$ cat config.mk
export PLATFORM = sky130hd
export DESIGN_NAME = leaf_stage_fifo
export DESIGN_NICKNAME = d
export VERILOG_FILES = /design/src/rtl/leaf_stage_fifo.sv
export SDC_FILE = /design/constraint.sdc
export NUM_CORES = 1
export LEC_CHECK = 0
export CAP_MARGIN = 20
export CORE_UTILIZATION = 50
export DETAILED_ROUTE_END_ITERATION = 16
export PLACE_DENSITY = 0.72
export SETUP_SLACK_MARGIN = 0.4
export SLEW_MARGIN = 20
export SYNTH_ARGS = -nofsm -noshare
export SYNTH_HDL_FRONTEND = slang
export SYNTH_SLANG_ARGS = --single-unit
export TNS_END_PERCENT = 20
$ cat constraint.sdc
create_clock -name clk -period 3.32 [get_ports clk]
set_input_delay 0.664 -clock clk [delete_from_list [all_inputs] [get_ports clk]]
set_output_delay 0.664 -clock clk [all_outputs]
set_load 0.03 [all_outputs]
$ cat src/rtl/leaf_stage_fifo.sv
// First-word fall-through FIFO with occupancy and peak-occupancy tracking; push visible after 1 cycle.
// Upstream is throttled by in_ready, which is taken from registered count only (no out_ready path).
module leaf_stage_fifo #(
  parameter int WIDTH = 8,
  parameter int DEPTH = 4
) (
  input  logic                     clk,
  input  logic                     rst_n,
  input  logic                     flush,
  input  logic                     in_valid,
  output logic                     in_ready,
  input  logic [WIDTH-1:0]         in_data,
  output logic                     out_valid,
  input  logic                     out_ready,
  output logic [WIDTH-1:0]         out_data,
  output logic [$clog2(DEPTH):0]   count,
  output logic [$clog2(DEPTH):0]   peak
);

  localparam int AW = $clog2(DEPTH);
  localparam logic [AW:0] FULL = (AW+1)'(DEPTH);

  logic [WIDTH-1:0] mem [DEPTH];
  logic [AW-1:0]    wr_ptr;
  logic [AW-1:0]    rd_ptr;
  logic [AW:0]      count_nxt;
  logic             push;
  logic             pop;

  assign in_ready  = (count < FULL);
  assign out_valid = (count != '0);
  assign out_data  = mem[rd_ptr];

  // A flush cycle swallows any handshake that would otherwise occur.
  assign push = in_valid & in_ready & ~flush;
  assign pop  = out_valid & out_ready & ~flush;

  always_comb begin
    count_nxt = count;
    case ({push, pop})
      2'b10:   count_nxt = count + 1'b1;
      2'b01:   count_nxt = count - 1'b1;
      default: count_nxt = count;
    endcase
  end

  always_ff @(posedge clk or negedge rst_n) begin
    if (!rst_n) begin
      wr_ptr <= '0;
      rd_ptr <= '0;
      count  <= '0;
      peak   <= '0;
    end else if (flush) begin
      wr_ptr <= '0;
      rd_ptr <= '0;
      count  <= '0;
      peak   <= '0;
    end else begin
      if (push) wr_ptr <= wr_ptr + 1'b1;
      if (pop)  rd_ptr <= rd_ptr + 1'b1;
      count <= count_nxt;
      if (count_nxt > peak) peak <= count_nxt;
    end
  end

  // Storage is never cleared; only entries between rd_ptr and wr_ptr are observable.
  always_ff @(posedge clk) begin
    if (push) mem[wr_ptr] <= in_data;
  end

endmodule

# After elaboration in Yosys (flattened, before gate mapping)
# Memories as Yosys holds them, arrays and structs flattened.
# Index checks and enable logic that the tools add are counted.
# totals
register_bits	10
mem_bits_rw	32
input_bits	13
output_inout_bits	16
elab_cells	32
mem_count	1
# classes
addsub	4
n_lt_le_gt_ge	2
eq_ne	2
n_mux	10
n_bitwise	5
reduce_logical	4
# memory_table
memory	depth	word_bits	read_ports	rd_ports_with_merged_regs	wr	line_no	rtl
mem	4	8	1	0	1	23	logic [WIDTH-1:0] mem [DEPTH];
# ops
op	count
2-to-1 mux 3 bit	3
2-to-1 mux 2 bit	4
one-hot mux 3 bit (2 select lines)	1
nonzero test 2 bit	3
adder 2 x 1 -> 2 bit (second input constant)	2
bitwise AND 1 bit	4
adder 3 x 1 -> 3 bit (second input constant)	1
greater-than comparator 3 bit	1
less-than comparator 3 bit (second input constant)	1
nonzero test 3 bit	1
subtractor 3 x 1 -> 3 bit (second input constant)	1
equality test 2 x 1 -> 1 bit (second input constant)	1
equality test 2 bit (second input constant)	1
2-to-1 mux 1 bit	2
inverter 1 bit	1

# Logic depth before layout (Yosys ltp)
# logic_depth
ltp_word	8
mapped_depth	15
depth_no_buf	15

# Worst setup path after synthesis
# OpenSTA, ideal clock, no wires.
# synth_timing
path_type	reg2reg
start	register count[0]
end	register peak[2]
setup_ns	0.094
arrival_ns	3.139
t_required_ns	3.226
setup_slack_ns	0.087
path_stages_with_launch	15
n_path_buf	0
period_less_slack_ns	3.233
path_cell_list	dfrtp_1 > or3_4 > nand2_1 > nor2_1 > ha_1 > fa_1 > xnor2_1 > nor2_1 > xnor2_1 > inv_1 > ha_1 > and3_1 > a21oi_2 > nor2_1 > a211oi_1
# synth_via
elab_chain_cells	7
word_cells_on_any_way	15
classes_between	2 x add/sub; 2 x order compare; 2 x eq/ne; 3 x mux; 4 x bitwise; 2 x reduce/logical
# synth_rtl
element	line_no	rtl
start: declaration	16	output logic [$clog2(DEPTH):0] count,
start signal: assignment	61	count <= count_nxt;
nonzero test 3 bit (*)	31	assign out_valid = (count != '0);
via out_valid	13	output logic out_valid,
bitwise AND 1 bit (*) (2 in series)	36	assign pop = out_valid & out_ready & ~flush;
equality test 2 x 1 -> 1 bit or equality test 2 bit (tied branches)	40	case ({push, pop})
one-hot mux 3 bit (2 select lines) (*)	40	
greater-than comparator 3 bit or 2-to-1 mux 3 bit (tied branches)	62	if (count_nxt > peak) peak <= count_nxt;
nonzero test 2 bit (no line) or 2-to-1 mux 3 bit (tied branches)	--	
end signal: assignment	62	
end: declaration	17	output logic [$clog2(DEPTH):0] peak
# Mark *: on every way through the listed nets, which the timed path passes. The rest lies on a longest branch. The select of a mux whose other input is x is not followed.
# A chain may end at the register's enable or synchronous reset.

# Worst setup path in the final report
# layout_timing
start	register count[2]
end	register peak[2]
# layout_via
elab_chain_cells	7
word_cells_on_any_way	15
classes_between	2 x add/sub; 2 x order compare; 2 x eq/ne; 3 x mux; 4 x bitwise; 2 x reduce/logical
# layout_rtl
element	line_no
less-than comparator 3 bit or nonzero test 3 bit (tied branches)	30, 31
bitwise AND 1 bit (on tied branches) (2 in series)	35, 36
equality test 2 x 1 -> 1 bit or equality test 2 bit (tied branches)	40
one-hot mux 3 bit (2 select lines) (*)	40
greater-than comparator 3 bit or 2-to-1 mux 3 bit (tied branches)	62
nonzero test 2 bit (no line) or 2-to-1 mux 3 bit (tied branches)	--
# Mark *: on every way between the ends. The rest lies on a longest branch, timed or not. The select of a mux whose other input is x is not followed.

==> reports/results.txt <==
The number of different library cells used by synthesis comes to 24. Global routing finished with a remaining overflow of 0. The H-tree was split into 2 levels. In this run the vertical extent of the chip is 61.8 um. STA puts the critical path data required time at 3.55 ns. The critical path is of the flop to flop type. The kind of end point of the critical path is a flop. Adder and majority cell fraction of the synthesized area: 6.72%. From synthesis to final layout, the design area changed by 37.5%. The clock-pin slew reported for the worst setup and hold paths after clock tree synthesis is 0.12 ns. After detailed routing, the average wire length per cell comes to 16.3 um. TritonCTS built the clock tree. With fillers left out, the area of the finished cells amounts to 0.00246 sq mm. The number of clock buffers added by TritonCTS is 5. Measured against its own limit, the worst slew margin works out to 58.5%. The xor and xnor fraction of the mapped netlist area was 2.94%; the placed cell area was 0.00218 sq mm. Number of antenna violations at the first check in global routing: 0. The total iterations of the first detailed-routing run was 4; the global placement routability congestion was 0.806. The detailed router finished its first iteration with 44 violations. In the final layout, the share of cells above drive strength 1 is 35.9%.

Row generation in the floorplan step produced 21 rows. In this run the worst hold path is classified as flop to flop. In this run the tool buffered the top-level ports with 28 buffer cells. The power per standard cell area was 552 mW/mm^2; the slew at the pin closest to its max-slew limit was 0.622 ns. Across every metal layer, demand over resource in global routing totals 21.5%. For this configuration, the core starts out at a cell density of 52.7%. Of the total synthesized cell area, the portion taken by AND, OR, NAND and NOR gates is 6.58%. The final-layout fill cell count was 202.

The number of global-route vias before repair was 1059; the complex-gate fraction of the synthesized area was 1.89%. The tools report the maximum vdd ir drop as 0.000363 V. After the last flow step, the layout net total stands at 188. In this run the deepest clock path goes through 2 buffers. Summing all multi-input logic gate instances after layout gives 609 sq um. The core region is 0.00339 sq mm.

For this run, the number of Yosys warnings is 0. Once placement completed, the tool counted placed cells totaling 185. STA classifies the critical path startpoint as a flop. After layout, the worst path uses 91.9% of the clock period. Summed over all nets, the half-perimeter wirelength after detailed placement is 2110 um. After clock tree synthesis, the flow added hold-fix buffers numbering 0. After synthesis, flip-flops and latches occupy 67.8% of the total area. Dividing the detail-routed via count by the number of cells gives 5.08. In this run, synthesis produced a sequential element count of 42. The number of antenna diodes in the final layout is 0.

After technology mapping, the gate count stands at 107. For the static leakage, the log shows 0.948 nW. For the worst setup path, the data arrival time is 3.28 ns.

The clock root buffer is sky130_fd_sc_hd__clkbuf_4. The flow ran to the end, and the final reports show no timing, DRC or antenna violations. The detail route stage leaves a number of antenna-violating nets equal to 0.

In this run the cell area of the synthesized design comes to 0.00179 sq mm. Leaving out filler cells and counting taps, the final layout contains 213. Multiplexer fraction of the synthesized cell area: 11.2%. The maximum net fanout on the critical path is 6, and the clock sink total is 42. Summing over every cut layer, the via total after detailed routing is 1082.

Average cell area after synthesis: 16.7 sq um. Setup violations remaining at the end of the flow were counted as 0. The run gives 29 as the number of top-level pins. The logs give 0.34 ns for the clock network latency to the later pin of the worst-skew pair and 14 for the pin count of the biggest net entering global routing. For the final routed wirelength across all metal layers, the log shows 3480 um.

In the final layout, flip-flops and latches occupy 0.00121 sq mm. Across the run, the number of max-cap violations was 0. The first global-routing pass estimated 5270 um of wire. The number of pins with negative max-slew slack in the final report was 0.

For the total count of hold-check failures in the final report, the log shows 0. From left edge to right edge, the die measures 61.8 um. The tools report the die outline area as 0.00382 sq mm.

In the routed design, unresolved DRC markers number 0. Derived from the worst setup path, the maximum achievable clock frequency is 0.328 GHz. After synthesis, the largest family of logic cells by area is multiplexers. Setup repair after global routing could not meet its margin everywhere. The net count after synthesis is 129. Clock skew on the completed layout was measured at 0.00774 ns. After layout, the minimum clock period comes to 3.05 ns.
[per-stage QoR]
stage | worst slack (ns) | setup TNS (ns) | total power (W) | utilization [%] | hold slack (ns)
finish | 0.269 | 0 | 0.00135 | 72.5 | 0.585
floorplan | 0.333 | 0 | 0.000866 | - | 0.368
CTS | 0.315 | 0 | 0.00128 | 70.4 | 0.591
global route | 0.126 | 0 | 0.00143 | 72.5 | 0.622
detailed placement | -0.142 | -0.193 | 0.000990 | 64.4 | 0.574
global placement | 0.0527 | 0 | 0.000979 | 64.4 | 0.556
[synth_stat cells]
library cell | instances | area [sq um]
sky130_fd_sc_hd__or3_4 | 1 | 11.3
sky130_fd_sc_hd__a211oi_1 | 1 | 7.51
sky130_fd_sc_hd__a21oi_1 | 1 | 5.00
sky130_fd_sc_hd__mux2i_1 | 2 | 20.0
sky130_fd_sc_hd__buf_2 | 2 | 10.0
sky130_fd_sc_hd__and3_1 | 1 | 6.26
sky130_fd_sc_hd__o31ai_1 | 1 | 7.51
sky130_fd_sc_hd__xnor2_1 | 3 | 26.3
sky130_fd_sc_hd__nor2_1 | 11 | 41.3
sky130_fd_sc_hd__nand3b_1 | 1 | 7.51
sky130_fd_sc_hd__ha_1 | 8 | 100
sky130_fd_sc_hd__nand2_1 | 4 | 15.0
sky130_fd_sc_hd__dfrtp_1 | 10 | 250
sky130_fd_sc_hd__buf_6 | 1 | 11.3
sky130_fd_sc_hd__xor2_1 | 3 | 26.3
sky130_fd_sc_hd__inv_1 | 8 | 30.0
sky130_fd_sc_hd__nand2b_1 | 1 | 6.26
sky130_fd_sc_hd__edfxtp_1 | 32 | 961
sky130_fd_sc_hd__fa_1 | 1 | 20.0
sky130_fd_sc_hd__nand3_1 | 1 | 5.00
sky130_fd_sc_hd__a21oi_2 | 1 | 8.76
sky130_fd_sc_hd__o21ai_0 | 1 | 5.00
sky130_fd_sc_hd__mux4_2 | 8 | 180
sky130_fd_sc_hd__and2_1 | 4 | 25.0
[per-layer routing]
metal / vias to the layer above / part of all wire [%] / global-route usage (%)
met5: - / 0 / 0
met4: 0 / 1.3 / 8.57
met3: 5 / 4.9 / 6.42
met2: 33 / 56 / 37.5
met1: 536 / 38 / 24.9
li1: 508 / - / -
[what timing repair did]
item	4_1_cts	5_1_grt
buffers inserted	16	4
cloned	0	0
gates resized for setup	8	9
endpoints found under the setup margin	11	13
pin swaps	3	5
[logic make-up after synthesis]
family / Yosys count
buffers and inverters: 11
adder cells (fa/ha/maj): 9
AND/OR/NAND/NOR: 24
flip-flops: 42
XOR/XNOR: 6
multiplexers: 10
AO/OA/AOI/OAI: 5
[critical path, cell delays in order, from the launching register on]
cell	delay (ns)
sky130_fd_sc_hd__dfrtp_2	0.45
sky130_fd_sc_hd__or3_4	0.42
sky130_fd_sc_hd__nand2_4	0.10
sky130_fd_sc_hd__nor2_4	0.05
sky130_fd_sc_hd__ha_4	0.17
sky130_fd_sc_hd__fa_2	0.36
sky130_fd_sc_hd__xnor2_2	0.14
sky130_fd_sc_hd__nor2_1	0.12
sky130_fd_sc_hd__xnor2_1	0.14
sky130_fd_sc_hd__inv_1	0.10
sky130_fd_sc_hd__ha_4	0.29
sky130_fd_sc_hd__nand3b_1	0.12
sky130_fd_sc_hd__a21oi_4	0.27
sky130_fd_sc_hd__buf_4	0.15
sky130_fd_sc_hd__a211oi_2	0.06
[final cells by class]
cell class	count	area share (%)
multi-input combinational	54	24.8
clock inverter	3	0.662
timing repair buffer	55	19.9
sequential	42	49.4
tap	46	2.34
clock buffer	5	1.53
inverter	8	1.38
[final timing paths]
path                            startpoint  endpoint  slack (ns)  depth (start not counted)
worst max-delay path              count[2]   peak[2]        0.27                         14
min in group asynchronous            rst_n   peak[0]        0.63                          1
worst max register to register    count[2]   peak[2]        0.27                         14
worst min-delay path               peak[1]   peak[1]        0.58                          2
worst min register to register     peak[1]   peak[1]        0.58                          2
max in group asynchronous            rst_n  count[0]        2.35                          1
[power by group]
group,internal (W),switching (W)
Combinational,0.000249,0.000239
Clock,0.0000788,0.000153
Sequential,0.000599,0.0000358
[cells in the final DEF (no fill, tap or decap), types with 3 or more instances in the layout]
master / n
sky130_fd_sc_hd__mux4_2: 8
sky130_fd_sc_hd__and2_1: 4
sky130_fd_sc_hd__xor2_1: 3
sky130_fd_sc_hd__clkdlybuf4s50_1: 26
sky130_fd_sc_hd__ha_1: 6
sky130_fd_sc_hd__edfxtp_1: 32
sky130_fd_sc_hd__dfrtp_1: 8
sky130_fd_sc_hd__nor2_1: 8
sky130_fd_sc_hd__nand2_1: 3
sky130_fd_sc_hd__inv_1: 7
sky130_fd_sc_hd__clkbuf_4: 5
sky130_fd_sc_hd__buf_4: 26
[state kept, by name, indices dropped and copies added (netlist names)]
signal and count:
rd_ptr 2, mem 32, count 3, wr_ptr 2, peak 3
Note: power is estimated with default switching activity, not from simulation.
